===== config.mk =====
export PLATFORM = sky130hd
export DESIGN_NAME = fei4_rx_fifo_writer_flat
export DESIGN_NICKNAME = d
export VERILOG_FILES = /design/src/rtl/fei4_rx_fifo_writer_if.sv /design/src/rtl/fei4_rx_fifo_writer.sv /design/src/flat_wrapper.sv
export SDC_FILE = /design/constraint.sdc
export NUM_CORES = 1
export LEC_CHECK = 0
export CORE_MARGIN = 2
export CORE_UTILIZATION = 55
export CTS_BUF_LIST = sky130_fd_sc_hd__clkbuf_16
export DETAILED_ROUTE_END_ITERATION = 8
export GPL_TIMING_DRIVEN = 0
export PLACE_DENSITY_LB_ADDON = 0.05
export RECOVER_POWER = 25
export SLEW_MARGIN = 20
export SYNTH_ARGS = -nofsm -noshare
export SYNTH_HDL_FRONTEND = slang
export SYNTH_SLANG_ARGS = --single-unit
export TNS_END_PERCENT = 50

===== constraint.sdc =====
create_clock -name wclk -period 3.6 [get_ports wclk]
set_input_delay 0.36 -clock wclk [delete_from_list [all_inputs] [get_ports wclk]]
set_output_delay 0.36 -clock wclk [all_outputs]
set_load 0.02 [all_outputs]

===== src/rtl/fei4_rx_fifo_writer_if.sv =====
// Decoded-byte input stream and CDC FIFO write port of the FE-I4 record writer.
interface fei4_rx_fifo_writer_if;
  logic        din_valid;
  logic        din_k;
  logic [7:0]  din;
  logic        wfull;
  logic [31:0] wdata;
  logic        winc;

  // master: the record writer (consumes bytes, drives FIFO writes)
  modport master (
    input  din_valid, din_k, din, wfull,
    output wdata, winc
  );

  // slave: the environment (decoder feeding bytes, FIFO accepting words)
  modport slave (
    output din_valid, din_k, din, wfull,
    input  wdata, winc
  );
endinterface


===== src/rtl/fei4_rx_fifo_writer.sv =====
// Frames decoded FE-I4 bytes (SOF/EOF K-codes) into 24-bit records and writes
// tagged 32-bit words into a CDC FIFO, keeping frame/lost/error counters.
module fei4_rx_fifo_writer #(
  parameter logic [3:0] CHANNEL = 4'd0
) (
  input  logic                         wclk,
  input  logic                         rrst,
  input  logic                         enable,
  fei4_rx_fifo_writer_if.master        bus,
  output logic                         in_frame,
  output logic [15:0]                  frame_cnt,
  output logic [7:0]                   lost_cnt,
  output logic [7:0]                   err_cnt
);

  localparam logic [7:0] K_SOF  = 8'hFC;
  localparam logic [7:0] K_EOF  = 8'hBC;
  localparam logic [7:0] K_IDLE = 8'h3C;

  typedef enum logic [1:0] {IDLE, B0, B1, B2} state_t;

  state_t      state, state_n;
  logic [15:0] rec, rec_n;          // record bytes 0 and 1; byte 2 goes straight to the word
  logic        first_flag, first_n;
  logic        push_pending, push_n;
  logic [31:0] wdata_q, word_n;
  logic        err_inc, frame_inc;

  logic is_sof, is_eof, is_idle;
  assign is_sof  = bus.din_k && (bus.din == K_SOF);
  assign is_eof  = bus.din_k && (bus.din == K_EOF);
  assign is_idle = bus.din_k && (bus.din == K_IDLE);

  assign in_frame  = (state != IDLE);
  assign bus.wdata = wdata_q;
  assign bus.winc  = push_pending && !bus.wfull && enable;

  // Next-state, record assembly and push/counter requests for the current byte.
  // Truncated records carry ferr only; first is reported on complete records.
  always_comb begin
    state_n   = state;
    rec_n     = rec;
    first_n   = first_flag;
    push_n    = 1'b0;
    word_n    = wdata_q;
    err_inc   = 1'b0;
    frame_inc = 1'b0;
    if (bus.din_valid) begin
      if (state == IDLE) begin
        if (is_sof) begin
          state_n = B0;
          first_n = 1'b1;
        end else if (!is_idle) begin
          err_inc = 1'b1;
        end
      end else if (bus.din_k) begin
        if (is_sof) begin
          err_inc = 1'b1;
          if (state != B0) begin
            push_n = 1'b1;
            word_n = {CHANNEL, 1'b0, 1'b1, 2'b00, rec, 8'h00};
          end
          state_n = B0;
          first_n = 1'b1;
        end else if (is_eof) begin
          frame_inc = 1'b1;
          state_n   = IDLE;
          first_n   = 1'b0;
          if (state != B0) begin
            err_inc = 1'b1;
            push_n  = 1'b1;
            word_n  = {CHANNEL, 1'b0, 1'b1, 2'b00, rec, 8'h00};
          end
        end else if (!is_idle) begin
          err_inc = 1'b1;
        end
      end else begin
        case (state)
          B0: begin
            rec_n   = {bus.din, 8'h00};
            state_n = B1;
          end
          B1: begin
            rec_n   = {rec[15:8], bus.din};
            state_n = B2;
          end
          default: begin
            push_n  = 1'b1;
            word_n  = {CHANNEL, first_flag, 1'b0, 2'b00, rec, bus.din};
            first_n = 1'b0;
            state_n = B0;
          end
        endcase
      end
    end
  end

  // State, output word and counter registers.
  always_ff @(posedge wclk) begin
    if (rrst) begin
      state        <= IDLE;
      rec          <= '0;
      first_flag   <= 1'b0;
      push_pending <= 1'b0;
      wdata_q      <= '0;
      frame_cnt    <= '0;
      lost_cnt     <= '0;
      err_cnt      <= '0;
    end else if (!enable) begin
      state        <= IDLE;
      first_flag   <= 1'b0;
      push_pending <= 1'b0;
    end else begin
      state        <= state_n;
      rec          <= rec_n;
      first_flag   <= first_n;
      push_pending <= push_n;
      if (push_n)
        wdata_q <= word_n;
      if (frame_inc)
        frame_cnt <= frame_cnt + 16'd1;
      if (err_inc && (err_cnt != '1))
        err_cnt <= err_cnt + 8'd1;
      if (push_pending && bus.wfull && (lost_cnt != '1))
        lost_cnt <= lost_cnt + 8'd1;
    end
  end

endmodule


===== src/flat_wrapper.sv =====
// flat-port wrapper written by rule: the top's interface ports become plain ports
module fei4_rx_fifo_writer_flat 
#(
  parameter logic [3:0] CHANNEL = 4'd0
)
  (wclk, rrst, enable, in_frame, frame_cnt, lost_cnt, err_cnt, bus_din_valid, bus_din_k, bus_din, bus_wfull, bus_wdata, bus_winc);
  fei4_rx_fifo_writer_if bus_i ();
  input  logic wclk;
  input  logic rrst;
  input  logic enable;
  output logic in_frame;
  output logic [15:0] frame_cnt;
  output logic [7:0] lost_cnt;
  output logic [7:0] err_cnt;
  input wire logic [$bits(bus_i.din_valid)-1:0] bus_din_valid;
  input wire logic [$bits(bus_i.din_k)-1:0] bus_din_k;
  input wire logic [$bits(bus_i.din)-1:0] bus_din;
  input wire logic [$bits(bus_i.wfull)-1:0] bus_wfull;
  output wire logic [$bits(bus_i.wdata)-1:0] bus_wdata;
  output wire logic [$bits(bus_i.winc)-1:0] bus_winc;
  assign bus_i.din_valid = bus_din_valid;
  assign bus_i.din_k = bus_din_k;
  assign bus_i.din = bus_din;
  assign bus_i.wfull = bus_wfull;
  assign bus_wdata = bus_i.wdata;
  assign bus_winc = bus_i.winc;
  fei4_rx_fifo_writer #(.CHANNEL(CHANNEL)) u_core (.wclk(wclk), .rrst(rrst), .enable(enable), .bus(bus_i), .in_frame(in_frame), .frame_cnt(frame_cnt), .lost_cnt(lost_cnt), .err_cnt(err_cnt));
endmodule

==> results.cfg, run 1 <==
[outcome]
outcome = finished clean

[power_and_ir_drop]
finalPower_mw = 1.84
power_density_nw_per_um2 = 381
ir_drop_v = 0.000261
cellLeakagePower_nw = 1.75

[global_route]
grt_pass1_wl_um = 16100
grt_max_degree = 13
grt_pass1_vias = 3413
antenna_found_initial = 0
overflow = 0
grt_usage = 0.271

[clocking]
holdBufCountCts = 0
path_clk_slew_ns = 0.06
cts_root_buffer = clkbuf_16
clock-sinks = 78
cts_tree = yes
post-cts-setup-buffers = 0
cts_resized = 0
cts_buffers = 9
cts_buffer_depth = 2
clkLatencyLatePin_ns = 0.33
htree_levels = 3

[sta]
rsz0062_at_grt = no
maxSlewViolCount = 0
fin_crit_sh = 0.660
worst_pin_slew_ns = 0.647
fin_skew_ns = 0.00406
max-slew-margin-rel = 0.566
max_freq_mhz = 421
timing.hold.ws_ns = 0.453
layout_setup_ws_ns = 1.22
fin_tns_setup_ns = 0
setup_viol = 0
hold_viol = 0
period_needed_ns = 2.38

[floorplan]
die_y_um = 85.9
die_w_um = 85.9
placementRows = 29
core_um2 = 6420
die_area_um2 = 7380
io_pins = 80
initial_utilization = 0.575

[detailed_routing]
drt_first_pass_iters = 5
wl_per_cell_um = 16.3
routed_wl_um = 9800
num_vias = 3592
route.detailed.drc = 0
viasPerCell = 5.98
antenna_left = 0
drt_iter0_drc = 223

[critical_path]
worstPathCellList = clkdlybuf4s50_1 -> nor3b_2 -> nand4_2 -> nor4_1 -> mux2_2
start_kind = input port
cp_top_family = simple AND/OR/NAND/NOR gates
path_buf_inv = 1
critPathSlowestCell = clkdlybuf4s50_1
cp.required_ns = 3.82
slowest_delay_ns = 0.70
critPathArrivalTime_ns = 2.60
cp_max_fo = 9
worstSetupEndpointType = flip-flop
criticalPathCategory = in2reg

[placement]
postPlaceCellArea_um2 = 4540
pre_cts_ws_ns = 0.929
port_buffers = 73
place_congestion = 0.854
hpwl_um = 6770
place_inst = 586

[finish]
final_cells = 601
antenna_cells = 0
fill_cells = 494
area_delta_synth_final_pct = 30.5
layout.nets = 541
finalInstanceArea_um2 = 4820
final_util = 0.750
layout-drive-gt1-share = 0.0878

[yosys]
ys_types = 57
syn_inst = 431
synth_seq_cells = 78
yosysWarnings = 0
synth_top_cell_by_area = dfxtp_1
yosysMostFrequentCell = dfxtp_1
syn_area_um2 = 3690
ys.flop_type = dfxtp_1
ys_top_cells_by_count = 78 x dfxtp_1, 48 x a21oi_1, 34 x o21ai_0, 32 x nand3_1, 31 x nor2_1
yosys-top-cells-area = dfxtp_1 42%, a21oi_1 6.5%, o21ai_0 4.6%
seq_area_frac_synth = 0.423
syn_area_per_cell_um2 = 8.57
synth_top_area_frac = 0.423
synth_edf_count = 0
synthArstFlopShare = 0

[hold_path]
hold_path_class = reg2reg

[flow_run]
cap_violations = 0
report_power, final:
part           switching [mW]  total (mW)  leakage, nW  internal, mW
Sequential            0.00178       0.867        0.628         0.865
Clock                   0.336       0.861        0.140         0.525
Combinational          0.0701       0.108        0.984        0.0377
registers in the layout, indices dropped and copies added (netlist names):
signal,flops
u_core.err_cnt,8
u_core.lost_cnt,8
u_core.state,2
u_core.bus.wdata,26
u_core.first_flag,1
u_core.push_pending,1
u_core.frame_cnt,16
u_core.rec,16
worst register-to-register path, stage by stage (launching register included):
cell      delay [ns]
dfxtp_1         0.39
inv_1           0.09
ha_1            0.22
buf_6           0.14
and4bb_2        0.31
nand4_2         0.21
nor4_1          0.44
mux2_2          0.38
path summary, 6_finish.rpt:
| path | slack [ns] | from | endpoint | cells past startpoint |
|---|---|---|---|---|
| worst max register to register | 1.31 | u_core.state[0] | u_core.frame_cnt[13] | 7 |
| worst min register to register | 0.45 | u_core.rec[2] | u_core.rec[2] | 2 |
| worst min-delay path | 0.45 | u_core.rec[2] | u_core.rec[2] | 2 |
| worst max-delay path | 1.22 | bus_din[7] | u_core.frame_cnt[13] | 5 |
logic make-up after synthesis:
| logic type | share of synthesized area |
|---|---|
| buffers and inverters | 0.0552 |
| other | 0.00102 |
| AO/OA/AOI/OAI | 0.163 |
| adder cells (fa/ha/maj) | 0.0237 |
| multiplexers | 0.0512 |
| flip-flops | 0.423 |
| XOR/XNOR | 0.0166 |
| AND/OR/NAND/NOR | 0.267 |
cell usage in the layout (no fill, tap or decap), types with 5 or more instances in the layout:
cell,count
nand4b_1,10
mux2_2,6
conb_1,6
o31ai_1,7
a21oi_1,48
buf_2,7
xnor2_1,6
dfxtp_1,78
or3_1,5
nand4_1,11
ha_1,7
clkbuf_1,16
o21ai_0,34
nand3_1,32
mux2i_1,11
buf_4,6
and4_1,6
dlygate4sd3_1,34
or4_1,10
nand2_1,26
clkbuf_16,9
clkdlybuf4s50_1,39
nor2_1,31
nor2b_1,11
inv_1,8
cell type report:
class                           count  area [µm²]  share of cell area
Multi-Input combinational cell    316        1950               0.404
Sequential cell                    78        1560               0.324
Timing Repair Buffer               73         731               0.152
Clock buffer                        9         225              0.0467
Buffer                             35         178              0.0369
Tap cell                           77        96.3              0.0200
Clock inverter                      6        55.1              0.0114
Inverter                            7        26.3             0.00545
routing by layer:
layer  share of wire  wire [µm]  vias up  track usage
met5               0          0        -            0
met4           0.026        255        0        0.139
met3           0.055        541       22       0.0414
met2            0.49       4840      128        0.457
met1            0.43       4170     1696        0.334
li1                -          -     1746            -
(Power assumes the default switching activity.)
==> run 2, diff against run 1 <==
CORE_UTILIZATION = 51   (was 55)
clock period = 2.2 ns   (was 3.6 ns; I/O delays follow)
==> run 2 against run 1 <==
Clock skew increased by 0.0020 ns. Die area increased by 7.5%. Routed wire length decreased by 1.6%. Non-clock buffer count increased by 1. Clock power increased by 70%. Final cell count increased by 4.0%. Cell area increased by 2.4%. Count of clock-buffer cells in the layout unchanged. Critical path depth increased by 2. Setup slack got worse by 1.2 ns. Combinational power increased by 65%. Largest power group is now the clock network.
==> results.cfg, run 2 (same netlist as run 1, synthesis figures left out) <==
[finish]
largest_reg_flops = 26
finalInstanceArea_um2 = 4930
layout-drive-gt1-share = 0.112
final_util = 0.691
layout_common_cells = 76 x dfxtp_1, 47 x a21oi_1, 40 x clkdlybuf4s50_1, 34 x o21ai_0, 33 x dlygate4sd3_1
area_delta_synth_final_pct = 33.6
final_cells = 625
layout.nets = 542
final_common_cell = dfxtp_1
antenna_cells = 0

[placement]
postPlaceCellArea_um2 = 4570
port_buffers = 73
place_congestion = 0.868
place_inst = 608
hpwl_um = 6720

[sta]
max-slew-margin-rel = 0.534
setup_viol = 0
worst_pin_slew_ns = 0.691
maxSlewViolCount = 0
hold_viol = 0
fin_skew_ns = 0.00607
rsz0062_at_grt = yes
period_needed_ns = 2.15
max_freq_mhz = 465
fin_crit_sh = 0.978

[floorplan]
io_pins = 80
die_y_um = 89.1
core_um2 = 7140
die_w_um = 89.1
placementRows = 31
die_area_um2 = 7940
initial_utilization = 0.517

[critical_path]
reg2reg_slack_ns = 0.05
critPathArrivalTime_ns = 2.38
crit_end = u_core.frame_cnt[13]
reg2reg_to = u_core.frame_cnt[13]
timing.rr.start = u_core.state[0]
worstSetupEndpointType = flip-flop
critPathSlowestCell = nor4_2
start_kind = flip-flop
worstPathCellList = inv_1 -> ha_1 -> buf_6 -> and4bb_2 -> nand4_2 -> nor4_2 -> mux2_2
cp.required_ns = 2.42
reg2regPathDepth = 7
cp_max_fo = 10
critPathLaunch = u_core.state[0]
slowest_delay_ns = 0.37
criticalPathCategory = reg2reg

[detailed_routing]
route.detailed.drc = 0
antenna_left = 0
num_vias = 3581
drt_iter0_drc = 161
routed_wl_um = 9640
viasPerCell = 5.73
wl_per_cell_um = 15.4
drt_first_pass_iters = 4

[power_and_ir_drop]
cellLeakagePower_nw = 1.78
power_density_nw_per_um2 = 619
ir_drop_v = 0.000422
finalPower_mw = 3.05

[clocking]
clkLatencyLatePin_ns = 0.34
cts_tree = yes
htree_levels = 3
clock-sinks = 78
cts_buffer_depth = 2
path_clk_slew_ns = 0.06
cts_buffers = 9
cts_root_buffer = clkbuf_16

[global_route]
grt_pass1_vias = 3322
grt_max_degree = 14
overflow = 0
grt_usage = 0.247
grt_pass1_wl_um = 15400
antenna_found_initial = 0

[flow_run]
cap_violations = 0

[hold_path]
hold_path_class = reg2reg

[outcome]
outcome = finished clean
## run 2: cell count changes in the layout (fill, tap and decap cells not counted), sizes merged
| cell | delta |
|---|---|
| buf | +1 |
| clkinv | +2 |
| dlygate4sd3 | -1 |
| clkdlybuf4s50 | +1 |
| clkinvlp | -1 |
## run 2: per-layer routing
metal | vias up | wire, µm | track usage
met5 | - | 0 | 0
met3 | 12 | 441 | 0.0379
li1 | 1750 | - | -
met4 | 0 | 114 | 0.0868
met2 | 101 | 4800 | 0.420
met1 | 1718 | 4290 | 0.319
## run 2: worst max-delay path, delay by kind of cell (launching register included)
kind	cells	cell delay, ns
flops	1	0.35
fa+ha+maj	1	0.20
mux	1	0.36
buf+inv	2	0.21
simple gates	3	0.92
## run 2: through the flow
stage | TNS [ns] | worst slack (ns) | hold WS [ns]
after floorplan | 0 | 0.149 | 0.367
after global placement | -7.50 | -0.286 | 0.441
after detailed placement | -8.84 | -0.336 | 0.445
after CTS | 0 | 0.0261 | 0.456
after global routing | -0.0751 | -0.0247 | 0.472
final | 0 | 0.0473 | 0.455
## run 2: worst min-delay path by stage
stage	from	to	slack (ns)	cells after the start
5_1_grt	u_core.rec[4]	u_core.rec[4]	0.47	2
4_1_cts	u_core.rec[4]	u_core.rec[4]	0.46	2
2_1_floorplan	bus_din[2]	u_core.rec[10]	0.37	2
3_3_place_gp	u_core.rec[7]	u_core.rec[7]	0.44	2
3_5_place_dp	u_core.rec[5]	u_core.rec[5]	0.45	2
6_report	u_core.rec[4]	u_core.rec[4]	0.46	2
## run 2: final cells by class
| type | count | area, µm² |
|---|---|---|
| fill | 627 | 2200 |
| multi-input combinational | 316 | 2010 |
| sequential | 78 | 1560 |
| timing repair buffer | 74 | 738 |
| clock buffer | 9 | 225 |
| buffer | 35 | 178 |
| tap | 99 | 124 |
| clock inverter | 7 | 66.3 |
| inverter | 7 | 26.3 |
## run 2: repair_timing
| item | CTS | global route |
|---|---|---|
| endpoints found under the setup margin | 6 | 10 |
| resized for setup | 5 | 7 |
| buffers inserted | 0 | 1 |
| pin swaps | 0 | 1 |
| hold buffers | 0 | 0 |
## run 2: where the power goes
| part | total [mW] | internal [mW] | switching [mW] | leakage, nW |
|---|---|---|---|---|
| registers | 1.42 | 1.42 | 0.00293 | 0.629 |
| clock network | 1.46 | 0.872 | 0.586 | 0.150 |
| logic | 0.178 | 0.0632 | 0.115 | 1.00 |
